`src/rtl/pipe_adder_pkg.sv`:
```
// rtl/pipe_adder_pkg.sv - shared constants, stage register type and slice helper for pipe_adder
package pipe_adder_pkg;

  localparam int DEF_WIDTH  = 16;
  localparam int DEF_STAGES = 4;

  function automatic int slice_width(input int width, input int stages);
    return width / stages;
  endfunction

  // Reference layout of one pipeline stage at the default geometry
  typedef struct packed {
    logic                 valid;
    logic                 carry;
    logic [DEF_WIDTH-1:0] sum;
    logic [DEF_WIDTH-1:0] rem_a;
    logic [DEF_WIDTH-1:0] rem_b;
  } stage_reg_t;

endpackage

```
`src/rtl/pipe_adder_slice.sv`:
```
// rtl/pipe_adder_slice.sv - add_slice: combinational W-bit ripple-carry adder
module add_slice
  import pipe_adder_pkg::*;
#(
  parameter int W = slice_width(DEF_WIDTH, DEF_STAGES)
) (
  input  logic [W-1:0] a,
  input  logic [W-1:0] b,
  input  logic         cin,
  output logic [W-1:0] s,
  output logic         cout
);

  logic [W:0] c;

  always_comb begin
    c    = '0;
    s    = '0;
    c[0] = cin;
    for (int i = 0; i < W; i++) begin
      s[i]   = a[i] ^ b[i] ^ c[i];
      c[i+1] = (a[i] & b[i]) | (c[i] & (a[i] ^ b[i]));
    end
  end

  assign cout = c[W];

endmodule

```
`src/rtl/pipe_adder.sv`:
```
// rtl/pipe_adder.sv - pipelined valid/ready unsigned adder, one carry slice per stage
// Optional: PIPE_ADDER_SAT_EN clamps sum to all-ones when the final carry is set.
module pipe_adder
  import pipe_adder_pkg::*;
#(
  parameter int WIDTH  = DEF_WIDTH,
  parameter int STAGES = DEF_STAGES
) (
  input  logic             clk,
  input  logic             rst,
  input  logic             in_valid,
  output logic             in_ready,
  input  logic [WIDTH-1:0] a,
  input  logic [WIDTH-1:0] b,
  input  logic             cin,
  output logic             out_valid,
  input  logic             out_ready,
  output logic [WIDTH-1:0] sum,
  output logic             cout
);

  localparam int SLICE = slice_width(WIDTH, STAGES);

  logic [STAGES-1:0] vld;
  logic [STAGES-1:0] load;
  logic              load_chain;

  // A stage may load when empty or when its successor loads this cycle
  always_comb begin
    load       = '0;
    load_chain = out_ready;
    for (int i = STAGES - 1; i >= 0; i--) begin
      load[i]    = ~vld[i] | load_chain;
      load_chain = load[i];
    end
  end

  assign in_ready = load[0] & ~rst;

  for (genvar k = 0; k < STAGES; k++) begin : g_stage
    localparam int LO  = k * SLICE;
    localparam int HI  = LO + SLICE;
    localparam int REM = WIDTH - HI;

    logic             q_valid;
    logic             q_carry;
    logic [HI-1:0]    q_sum;
    logic [SLICE-1:0] op_a;
    logic [SLICE-1:0] op_b;
    logic [SLICE-1:0] slice_sum;
    logic             carry_in;
    logic             carry_out;
    logic             up_valid;
    logic [HI-1:0]    d_sum;
    logic [HI-1:0]    ld_sum;

    if (k == 0) begin : g_head
      assign op_a     = a[SLICE-1:0];
      assign op_b     = b[SLICE-1:0];
      assign carry_in = cin;
      assign up_valid = in_valid;
      assign d_sum    = slice_sum;
    end else begin : g_body
      assign op_a     = g_stage[k-1].g_rem.q_a[SLICE-1:0];
      assign op_b     = g_stage[k-1].g_rem.q_b[SLICE-1:0];
      assign carry_in = g_stage[k-1].q_carry;
      assign up_valid = g_stage[k-1].q_valid;
      assign d_sum    = {slice_sum, g_stage[k-1].q_sum};
    end

    add_slice #(.W(SLICE)) u_slice (
      .a    (op_a),
      .b    (op_b),
      .cin  (carry_in),
      .s    (slice_sum),
      .cout (carry_out)
    );

`ifdef PIPE_ADDER_SAT_EN
    assign ld_sum = ((k == STAGES - 1) && carry_out) ? {HI{1'b1}} : d_sum;
`else
    assign ld_sum = d_sum;
`endif

    // Data only moves with a valid token so a stalled output stays put
    always_ff @(posedge clk) begin
      if (rst) begin
        q_valid <= 1'b0;
        q_carry <= 1'b0;
        q_sum   <= '0;
      end else if (load[k]) begin
        q_valid <= up_valid;
        if (up_valid) begin
          q_carry <= carry_out;
          q_sum   <= ld_sum;
        end
      end
    end

    assign vld[k] = q_valid;

    // Operand bits not yet summed, shifted down so the next slice sits at bit 0
    if (REM > 0) begin : g_rem
      logic [REM-1:0] q_a;
      logic [REM-1:0] q_b;
      logic [REM-1:0] d_a;
      logic [REM-1:0] d_b;

      if (k == 0) begin : g_src_in
        assign d_a = a[WIDTH-1:HI];
        assign d_b = b[WIDTH-1:HI];
      end else begin : g_src_prev
        assign d_a = g_stage[k-1].g_rem.q_a[REM+SLICE-1:SLICE];
        assign d_b = g_stage[k-1].g_rem.q_b[REM+SLICE-1:SLICE];
      end

      always_ff @(posedge clk) begin
        if (rst) begin
          q_a <= '0;
          q_b <= '0;
        end else if (load[k] && up_valid) begin
          q_a <= d_a;
          q_b <= d_b;
        end
      end
    end
  end

  assign out_valid = g_stage[STAGES-1].q_valid & ~rst;
  assign sum       = g_stage[STAGES-1].q_sum;
  assign cout      = g_stage[STAGES-1].q_carry;

endmodule

```
`config.mk`:
```
export PLATFORM = sky130hd
export DESIGN_NAME = pipe_adder
export DESIGN_NICKNAME = d
export VERILOG_FILES = /design/src/rtl/pipe_adder_pkg.sv /design/src/rtl/pipe_adder_slice.sv /design/src/rtl/pipe_adder.sv
export SDC_FILE = /design/constraint.sdc
export NUM_CORES = 1
export LEC_CHECK = 0
export BUFFER_PORTS_ARGS = -buffer_cell sky130_fd_sc_hd__clkbuf_2
export CAP_MARGIN = 20
export CORE_ASPECT_RATIO = 0.75
export CORE_MARGIN = 2
export CORE_UTILIZATION = 53
export CTS_CLUSTER_DIAMETER = 80
export DETAILED_ROUTE_END_ITERATION = 8
export GPL_ROUTABILITY_DRIVEN = 0
export PLACE_DENSITY = 0.86
export SLEW_MARGIN = 30
export SYNTH_ARGS = -nofsm -noshare
export SYNTH_HDL_FRONTEND = slang
export SYNTH_SLANG_ARGS = --single-unit
```
`constraint.sdc`:
```
create_clock -name clk -period 2.5 [get_ports clk]
set_clock_uncertainty 0.05 [all_clocks]
set_input_delay 0.375 -clock clk [delete_from_list [all_inputs] [get_ports clk]]
set_output_delay 0.375 -clock clk [all_outputs]
set_load 0.01 [all_outputs]
```
Yosys cells after proc, flatten, opt, wreduce, memory -nomap -nowiden. Cells that the tools add are included.

Logic and storage cells: 116. Flip-flop bits (word level): 96. Output and inout bits: 19.

Reductions and logical operators: 7. Bitwise logic cells: 91.

Operators by type and width (number): $and A1 B1 Y1 (34); $xor A1 B1 Y1 (32); $or A1 B1 Y1 (20); $reduce_and A2 Y1 (4); $not A1 Y1 (5); $logic_and A1 B1 Y1 (3).

Longest topological paths before layout. Gate-level depths: netlist of the first run.

Depth in word-level cells: 9. Depth in mapped cells: 9. Mapped depth without buffers: 9.

Modules after synthesis. From an unflattened synthesis of the first run, not the netlist that was laid out.

Cell total of the unflattened synthesis: 543. Area total of the unflattened synthesis: 4750.8 um2.

By module, submodules not included: pipe_adder (cells each 487, area an instance 4280.4 um2, times used 1); add_slice (cells each 14, area an instance 117.6 um2, times used 4).

Worst setup path after synthesis of the first run. Ideal clock, no wire load.

Kind: input to register. From: in a[0]. To: reg g_stage[0].q_sum[3]. Setup slack: 0.249 ns. Data required time: 2.364 ns. Stages: 9. Path buffers: 0. Data arrival time: 2.116 ns. Setup time: 0.086 ns. Cells stage by stage: fa_1 inv_1 fa_1 inv_1 fa_1 inv_1 fa_1 o211a_1 a211oi_1.

Longest elaborated chain between the ends: 8. Elaborated cells on any way between the ends: 9. Classes of those cells: 9 x bitwise.

RTL lines: from (decl) (RTL line pipe_adder.sv:13) `input logic [WIDTH-1:0] a,`; $xor A1 B1 Y1 (RTL line pipe_adder_slice.sv:22) `c[i+1] = (a[i] & b[i]) | (c[i] & (a[i] ^ b[i]));`; $and A1 B1 Y1 (RTL line pipe_adder_slice.sv:22); $or A1 B1 Y1 (*) (RTL line pipe_adder_slice.sv:22); $and A1 B1 Y1 (*) (RTL line pipe_adder_slice.sv:22); $or A1 B1 Y1 (*) (RTL line pipe_adder_slice.sv:22); $and A1 B1 Y1 (*) (RTL line pipe_adder_slice.sv:22); $or A1 B1 Y1 (*) (RTL line pipe_adder_slice.sv:22); $xor A1 B1 Y1 (*) (RTL line pipe_adder_slice.sv:21) `s[i] = a[i] ^ b[i] ^ c[i];`; to (signal assigned) (RTL line pipe_adder.sv:95) `q_sum <= ld_sum;`; to (decl) (RTL line pipe_adder.sv:47) `logic [HI-1:0] q_sum;`.

Every way passes the cells marked *; elsewhere a longest branch is shown, timed or not. A chain may end at the register's enable or synchronous reset.

Worst setup path after layout of the first run.
From: reg g_stage[1].q_carry. To: reg g_stage[2].q_sum[11].

Longest elaborated chain between the ends: 7.

RTL lines: from (decl) (RTL line pipe_adder.sv:46) `logic q_carry;`; from (signal assigned) (RTL line pipe_adder.sv:94) `q_carry <= carry_out;`; $and A1 B1 Y1 (RTL line pipe_adder_slice.sv:22); $or A1 B1 Y1 (RTL line pipe_adder_slice.sv:22); $and A1 B1 Y1 (RTL line pipe_adder_slice.sv:22); $or A1 B1 Y1 (RTL line pipe_adder_slice.sv:22); $and A1 B1 Y1 (RTL line pipe_adder_slice.sv:22); $or A1 B1 Y1 (RTL line pipe_adder_slice.sv:22); $xor A1 B1 Y1 (RTL line pipe_adder_slice.sv:21); to (signal assigned) (RTL line pipe_adder.sv:95); to (decl) (RTL line pipe_adder.sv:47).

No other way between the ends.

==> impl_metrics.yaml, run 1 <==
final_layout:
  final_cell_area_sq_mm: 0.00523
  layout-drive-gt1-share_pct: 16.0
  multi_input_area_sq_mm: 0.00230
  ff_latch_area_sq_mm: 0.00192
  layout.nets: 586
  syn2layout_area_growth_pct: 13.1
  post-route-util_pct: 61.8
  final.fill_count: 693
  antenna_cells: 0
logic_synthesis:
  synth.top_cells.by_area: "dfxtp_1 (42%), fa_1 (6.9%), mux2i_1 (5.4%)"
  syn-num-nets: 565
  synth_seq_cells: 96
  yosysWarnings: 0
  yosysTopAreaCell: "dfxtp_1"
  synth_area_sq_mm: 0.00462
  synthCells: 512
  avgSynthCellArea_sq_um: 9.02
  yosysSeqAreaShare_pct: 41.6
  yosysUniqueCellTypes: 34
  synth_top_area_share_pct: 41.6
route:
  vias: 4056
  viasPerCell: 6.28
  detail-route-antenna-nets: 0
  drc: 0
  drt-total-wl_mm: 10.9
  firstDrtPassIters: 5
  wl_per_cell_microns: 16.9
  drt-initial-drc-count: 397
critical_path:
  regToRegSetupSlack_ns: 0.21
  critPathMaxStageDelay_ns: 0.45
  path_class: "reg -> reg"
  cp_slowest_cell: "fa_1"
  crit_arrival_ns: 2.50
  path_cells: "fa_1 -> inv_1 -> fa_1 -> inv_1 -> fa_1 -> inv_1 -> fa_1 -> a211oi_1"
  worst_ep_required_time_ns: 2.71
  critical_path.endpoint_type: "flop"
  path_max_fanout: 2
  startpoint_type: "flop"
  r2r_start: "g_stage[1].q_carry"
  crit_top_cell: "fa_1"
  reg2reg_to: "g_stage[2].q_sum[11]"
  reg2regPathDepth: 8
placed_design:
  placed_area_sq_mm: 0.00490
  hpwl_mm: 7.28
  port_buffers: 55
floorplan:
  initial_core_util_pct: 54.7
  ios: 56
  rows: 29
  core_sq_mm: 0.00845
  dieArea_sq_mm: 0.00949
  fp.dieW_microns: 112
  die_y_microns: 84.9
cts:
  ctsHoldBuffers: 0
  clock_sink_count: 96
  worstSkewPairLatency_ns: 0.35
  cts_inserted_buffers: 9
  cts-root-buf: "clkbuf_16"
  ctsLongestPathBuffers: 2
  htree_levels: 3
  cts_tree: "yes"
  ctsResizeCount: 0
  postCtsSetupRepairBufs: 0
  clk_pin_slew_ns: 0.07
global_routing:
  grt-ovfl-total: 0
  grt_pass1_vias: 3702
  grt_pass1_wl_mm: 18.1
  grt_max_degree: 84
  grt_antenna_before_repair: 0
  track_usage_pct: 23.6
power_and_ir_drop:
  p_per_area_mw_per_mm2: 675
  leakage_uw: 0.00195
  ir_drop_uv: 467
job:
  drv_cap: 0
sta:
  setup_viol: 0
  max_slew_margin_pct: 47.3
  hold_violations: 0
  holdWs_ns: 0.243
  fin_crit_sh_pct: 91.5
  slew_violations: 0
  min_period_ns: 2.29
  clock.fmax_mhz: 437
  rsz0062_at_grt: "no"
  tightestPinTransition_ns: 0.787
min_path:
  hold_depth: 3
  worstHoldStart: "a[5]"
  min_to: "g_stage[0].g_rem.q_a[1]"
  min_path_type: "in -> reg"
outcome:
  status: "complete, no violations"
## logic make-up after synthesis
logic type               synth area share [%]
AO/OA/AOI/OAI                            20.0
flip-flops                               41.6
multiplexers                             5.42
AND/OR/NAND/NOR                          17.4
buffers and inverters                    8.61
adder cells (fa/ha/maj)                  6.93
## worst max-delay path by stage
stage / startpoint / to / slack (ns) / cells after the start
2_1_floorplan: a[0] / g_stage[0].q_sum[3] / 0.25 / 9
4_1_cts: g_stage[2].q_carry / sum[15] / 0.21 / 8
3_3_place_gp: a[0] / g_stage[0].q_sum[3] / 0.11 / 10
5_1_grt: g_stage[1].q_carry / g_stage[2].q_sum[11] / 0.11 / 8
3_5_place_dp: a[0] / g_stage[0].q_sum[3] / -0.04 / 10
6_report: g_stage[1].q_carry / g_stage[2].q_sum[11] / 0.21 / 8
## worst max-delay path: cells and delay by family (launching register included)
kind                     cells  cell delay, ns
AO/OA/AOI/OAI                1            0.21
adder cells (fa/ha/maj)      4            1.38
buffers and inverters        3            0.22
flip-flops                   1            0.34
## where the power goes
part           leakage, uW  switching [uW]  total [uW]  internal (uW)
registers         0.000785            51.8        1660           1610
logic              0.00100             206         356            150
clock network     0.000162             620        1510            890
## per-layer routing
metal	track usage, %	part of all wire, %	vias up
met3	7.07	7.4	23
met1	31.5	44	1941
met2	37.1	47	171
li1	-	-	1921
met5	0	0	-
met4	8.19	2.1	0
## stage by stage
step                setup slack [ns]  setup TNS, ns  cells  power (uW)
finish                         0.213              0    646        3530
global route                   0.115              0    646        3650
CTS                            0.212              0    646        3540
detailed placement           -0.0370        -0.0370    630        2040
global placement               0.106              0    630        2020
floorplan                      0.249              0    512        1920
## synth_stat cells (all sizes together)
cell type   n
a211oi      9
a21oi      36
a311oi      3
a41oi      26
and2        1
and2b       1
and3b       1
buf        29
clkbuf     27
dfxtp      96
fa         16
inv        35
mux2i      25
nand2      61
nand2b      1
nand3      21
nand3b      1
nand4      34
nand4b      1
nor2        2
nor2b       1
nor3b      26
o211a       3
o21ai      28
o311ai     26
o31ai       2
## layout by cell type (no fill, tap or decap), drive strengths merged
cell type / n
o21ai: 28
a211oi: 9
nor2b: 1
nand4: 34
clkinv: 2
nand3: 21
a41oi: 26
o311ai: 26
nor3b: 26
nand4b: 1
inv: 38
a21oi: 36
and2: 1
and2b: 1
and3b: 1
o211a: 3
nand2: 61
nor2: 2
bufinv: 2
o31ai: 2
mux2i: 25
a311oi: 3
clkbuf: 64
fa: 16
dfxtp: 96
buf: 11
nand3b: 1
nand2b: 1
## area by class of cell
type	count	area share, %
Clock buffer	9	4.31
Clock inverter	7	1.96
Inverter	35	2.51
Multi-Input combinational cell	325	44.0
Sequential cell	96	36.8
Tap cell	108	2.59
Timing Repair Buffer	66	7.81
## flip-flops by register name, summed over array words and instances (netlist names)
name	count
cout	1
g_stage.q_carry	3
g_stage.q_valid	4
g_stage.g_rem.q_b	24
sum	16
g_stage.q_sum	24
g_stage.g_rem.q_a	24
(Power assumes the default switching activity.)
==> inputs of run 2 (changes only) <==
CTS_CLUSTER_SIZE = 40   (was not set)
clock period = 2.37 ns   (was 2.5 ns; I/O delays follow)
==> run 2 against run 1 <==
Effect of this change: combinational power is 6.7% higher; die area is the same; design area up 0.19%; clock-buffer cell count increased by 2; critical endpoint unchanged; largest power group unchanged.
==> impl_metrics.yaml, run 2 (synthesis gave the netlist of run 1 again) <==
floorplan:
  initial_core_util_pct: 54.7
  dieArea_sq_mm: 0.00949
  fp.dieW_microns: 112
  core_sq_mm: 0.00845
  die_y_microns: 84.9
  ios: 56
  rows: 29
global_routing:
  grt_max_degree: 84
  grt_antenna_before_repair: 0
  track_usage_pct: 23.7
  grt-ovfl-total: 0
  grt_pass1_vias: 3728
  grt_pass1_wl_mm: 18.2
placed_design:
  dpl.cell_count: 629
  hpwl_mm: 7.19
  port_buffers: 55
  placed_area_sq_mm: 0.00489
sta:
  slew_violations: 0
  tns_ns: 0
  max_slew_margin_pct: 47.4
  min_period_ns: 2.27
  clock.fmax_mhz: 440
  setup_viol: 0
  tightestPinTransition_ns: 0.787
  hold_violations: 0
  fin_crit_sh_pct: 95.9
final_layout:
  layout-drive-gt1-share_pct: 16.2
  final_cells: 645
  final_cell_mix: "dfxtp_1 (96), nand2_1 (60), clkbuf_2 (55), a21oi_1 (35)"
  top_regs: "g_stage.g_rem.q_a: 24 flops, g_stage.g_rem.q_b: 24 flops, g_stage.q_sum: 24 flops"
  final_cell_area_sq_mm: 0.00524
  mostFrequentLayoutCell: "dfxtp_1"
  layout.nets: 585
  antenna_cells: 0
  syn2layout_area_growth_pct: 13.3
route:
  drt-total-wl_mm: 10.8
  wl_per_cell_microns: 16.7
  viasPerCell: 6.15
  drt-initial-drc-count: 351
  vias: 3967
  firstDrtPassIters: 5
  detail-route-antenna-nets: 0
  drc: 0
cts:
  cts_tree: "yes"
  ctsHoldBuffers: 0
  clock_sink_count: 96
  ctsLongestPathBuffers: 2
  worstSkewPairLatency_ns: 0.34
  clk_pin_slew_ns: 0.07
  cts_inserted_buffers: 9
  cts-root-buf: "clkbuf_16"
  htree_levels: 3
critical_path:
  startpoint_type: "flop"
  r2r_start: "g_stage[1].q_carry"
  path_cells: "fa_1 -> inv_1 -> fa_1 -> inv_1 -> fa_1 -> inv_1 -> fa_1 -> a211oi_2"
  reg2regPathDepth: 8
  critical_path.endpoint_type: "flop"
  crit_top_cell: "fa_1"
  crit_arrival_ns: 2.49
  worst_ep_required_time_ns: 2.59
  reg2reg_to: "g_stage[2].q_sum[11]"
  path_max_fanout: 2
  regToRegSetupSlack_ns: 0.1
  path_class: "reg -> reg"
  critPathMaxStageDelay_ns: 0.48
  cp_slowest_cell: "fa_1"
min_path:
  worstHoldStart: "b[5]"
  hold_depth: 3
  min_to: "g_stage[0].g_rem.q_b[1]"
  min_path_type: "in -> reg"
power_and_ir_drop:
  p_sw_share_pct: 24.1
  ir_drop_uv: 611
  share_comb_of_total_power_pct: 10.2
  finalPower_uw: 3710
  p_seq_share_pct: 47.2
  switchingPower_uw: 894
  leakage_uw: 0.00195
  p_clk_share_pct: 42.6
  p_per_area_mw_per_mm2: 710
  p_int_uw: 2820
job:
  drv_cap: 0
outcome:
  status: "complete, no violations"
## run 2: worst max-delay path, delay by kind of cell (launching register included)
kind	cells	cell delay (ns)
buffers and inverters	3	0.23
AOI/OAI and AO/OA	1	0.17
adders and majority gates	4	1.41
DFF	1	0.34
## run 2: final cells by class
class	count	area, sq um
Clock inverter	5	86.3
Fill cell	724	3220
Tap cell	108	135
Timing Repair Buffer	65	400
Sequential cell	96	1920
Clock buffer	11	243
Inverter	35	131
Multi-Input combinational cell	325	2320
## run 2: repair_timing
action / 4_1_cts / 5_1_grt
gates resized for setup: 0 / 3
setup buffers: 0 / 0
setup endpoints to repair: 0 / 3
hold endpoints to repair: 0 / 0
## run 2: per-layer routing
| layer | track usage [%] | wire length (microns) | vias to the layer above |
|---|---|---|---|
| met2 | 37.2 | 5050 | 155 |
| met5 | 0 | 0 | - |
| met1 | 31.9 | 4810 | 1876 |
| li1 | - | - | 1920 |
| met3 | 7.00 | 776 | 16 |
| met4 | 7.30 | 157 | 0 |
## run 2: stage by stage
step                hold WS (ns)  worst slack [ns]  utilization, %
finish                     0.237            0.0973            61.9
global route               0.244           -0.0191            61.9
CTS                        0.230            0.0572            61.7
detailed placement         0.404           -0.0890            57.8
global placement           0.393           0.00784            57.8
floorplan                  0.379             0.138               -
## run 2: worst max path at each step
stage | start | end | slack (ns) | cells past startpoint
finish | g_stage[1].q_carry | g_stage[2].q_sum[11] | 0.1 | 8
CTS | g_stage[2].q_carry | sum[15] | 0.06 | 8
detailed placement | a[0] | g_stage[0].q_sum[3] | -0.09 | 10
floorplan | a[0] | g_stage[0].q_sum[3] | 0.14 | 9
global route | g_stage[1].q_carry | g_stage[2].q_sum[11] | -0.02 | 8
global placement | a[0] | g_stage[0].q_sum[3] | 0.008 | 10
## run 2: power by group through the flow
stage               logic (uW)  clock network (uW)  registers (uW)
floorplan                  262                   0            1770
global placement           348                   0            1780
detailed placement         369                   0            1790
CTS                        372                1610            1750
global route               424                1690            1760
finish                     380                1580            1750
==> inputs of run 3 (changes only) <==
CORE_UTILIZATION = 35   (was 53)
PLACE_DENSITY = 0.65   (was 0.86)
clock period = 2.87 ns   (was 2.37 ns; I/O delays follow)
==> run 3 against run 2 <==
Effect of this change: total power down 22%; routed wire length up 3.8%; largest power group unchanged; utilization down 21 points; critical endpoint is now sum[15]; register-to-register slack better by 0.52 ns.
==> impl_metrics.yaml, run 3 (synthesis gave the netlist of run 1 again) <==
outcome:
  status: "complete, no violations"
final_layout:
  post-route-util_pct: 40.6
  layout.nets: 588
  top_regs: "g_stage.g_rem.q_a: 24 flops, g_stage.g_rem.q_b: 24 flops, g_stage.q_sum: 24 flops"
  antenna_cells: 0
  layout-drive-gt1-share_pct: 16.3
  final_cell_mix: "dfxtp_1 (96), nand2_1 (60), clkbuf_2 (55), a21oi_1 (35)"
  syn2layout_area_growth_pct: 13.6
  mostFrequentLayoutCell: "dfxtp_1"
  final.fill_count: 1293
  final_cells: 711
route:
  firstDrtPassIters: 5
  vias: 3934
  detail-route-antenna-nets: 0
  wl_per_cell_microns: 15.8
  drt-total-wl_mm: 11.2
  drt-initial-drc-count: 293
  drc: 0
  topRoutingLayerUsed: "met4"
  route.met2.wl_mm: 4.96
  viasPerCell: 5.53
  drt-met1-wl_mm: 5.51
  wl_met3_microns: 538
sta:
  tightestPinTransition_ns: 0.845
  tns_ns: 0
  fin_crit_sh_pct: 78.5
  slew_violations: 0
  min_period_ns: 2.25
  clock.fmax_mhz: 444
  holdWs_ns: 0.312
  rsz0062_at_grt: "no"
  hold_violations: 0
  max_slew_margin_pct: 43.7
  setup_viol: 0
floorplan:
  rows: 36
  fp.dieW_microns: 137
  dieArea_sq_mm: 0.0141
  ios: 56
  die_y_microns: 104
  initial_core_util_pct: 35.7
  core_sq_mm: 0.0129
cts:
  cts-root-buf: "clkbuf_16"
  worstSkewPairLatency_ns: 0.34
  clk_pin_slew_ns: 0.07
  ctsHoldBuffers: 0
  ctsLongestPathBuffers: 2
  clock_sink_count: 96
  cts_tree: "yes"
  ctsResizeCount: 0
  htree_levels: 3
  cts_inserted_buffers: 9
  postCtsSetupRepairBufs: 0
global_routing:
  track_usage_pct: 16.7
  grt-ovfl-total: 0
  grt_antenna_before_repair: 0
  grt_pass1_vias: 3742
  grt_pass1_wl_mm: 19.0
  grt_max_degree: 52
critical_path:
  cp_slowest_cell: "fa_1"
  cp.buffers_inverters: 3
  reg2reg_to: "sum[15]"
  path_cells: "fa_1 -> inv_1 -> fa_1 -> inv_1 -> fa_1 -> inv_1 -> fa_1 -> a311oi_1"
  critPathMaxStageDelay_ns: 0.41
  path_max_fanout: 2
  worst_ep_required_time_ns: 3.07
  reg2regPathDepth: 8
  crit_arrival_ns: 2.45
  path_class: "reg -> reg"
  cp_top_family: "adder cells"
  crit_top_cell: "fa_1"
  regToRegSetupSlack_ns: 0.62
  critical_path.endpoint_type: "flop"
  startpoint_type: "flop"
  r2r_start: "g_stage[2].q_carry"
min_path:
  hold_depth: 3
  min_path_type: "in -> reg"
  worstHoldStart: "b[15]"
  min_to: "g_stage[0].g_rem.q_b[11]"
power_and_ir_drop:
  ir_drop_uv: 316
  p_per_area_mw_per_mm2: 549
  leakage_uw: 0.00192
placed_design:
  hpwl_mm: 7.75
  dpl.cell_count: 695
  port_buffers: 55
job:
  drv_cap: 0
[run 3: cell types whose count changed in the layout (fill, tap and decap cells not counted)]
cell,change
buf_4,+5
clkinvlp_4,+3
a211oi_1,+2
a211oi_2,-2
buf_12,-2
bufinv_16,-2
inv_6,-2
a311oi_1,+1
a311oi_2,-1
clkbuf_1,-1
clkinv_2,+1
clkinv_4,+1
[run 3: final cells by class]
| class | instances | area (sq um) | share of cell area, % |
|---|---|---|---|
| multi-input combinational | 325 | 2300 | 43.8 |
| sequential | 96 | 1920 | 36.6 |
| timing repair buffer | 68 | 398 | 7.58 |
| clock buffer | 10 | 239 | 4.55 |
| tap | 171 | 214 | 4.08 |
| inverter | 35 | 131 | 2.50 |
| clock inverter | 6 | 45.0 | 0.858 |
[run 3: worst max path at each step]
stage / from / endpoint / slack [ns] / depth (start not counted)
2_1_floorplan: a[0] / g_stage[0].q_sum[3] / 0.56 / 9
3_3_place_gp: a[0] / g_stage[0].q_sum[3] / 0.41 / 10
3_5_place_dp: a[0] / g_stage[0].q_sum[3] / 0.31 / 10
4_1_cts: g_stage[2].q_carry / sum[15] / 0.61 / 8
5_1_grt: g_stage[2].q_carry / sum[15] / 0.50 / 8
6_report: g_stage[2].q_carry / sum[15] / 0.62 / 8
[run 3: per-layer routing]
| layer | global-route usage (%) | vias up |
|---|---|---|
| li1 | - | 1932 |
| met4 | 5.13 | 0 |
| met2 | 24.4 | 92 |
| met5 | 0 | - |
| met1 | 24.3 | 1894 |
| met3 | 3.67 | 16 |
[run 3: worst reg2reg max path, delay by kind of cell, from the launching register on]
kind	cells	cell delay [ns]
AO/OA/AOI/OAI	1	0.26
flip-flops	1	0.32
buffers and inverters	3	0.20
adder cells (fa/ha/maj)	4	1.33
[run 3: report_power, final]
group	internal (uW)	total, uW	switching [uW]	leakage [uW]
clock	612	1130	520	0.000131
sequential	1400	1450	44.9	0.000785
combinational	127	303	176	0.00100
[run 3: per-stage QoR]
stage | area, sq um | setup slack (ns) | power (uW)
after floorplan | 4620 | 0.563 | 1680
after global placement | 4970 | 0.415 | 1760
after detailed placement | 4970 | 0.312 | 1780
after CTS | 5250 | 0.610 | 2910
after global routing | 5250 | 0.505 | 3000
final | 5250 | 0.616 | 2880
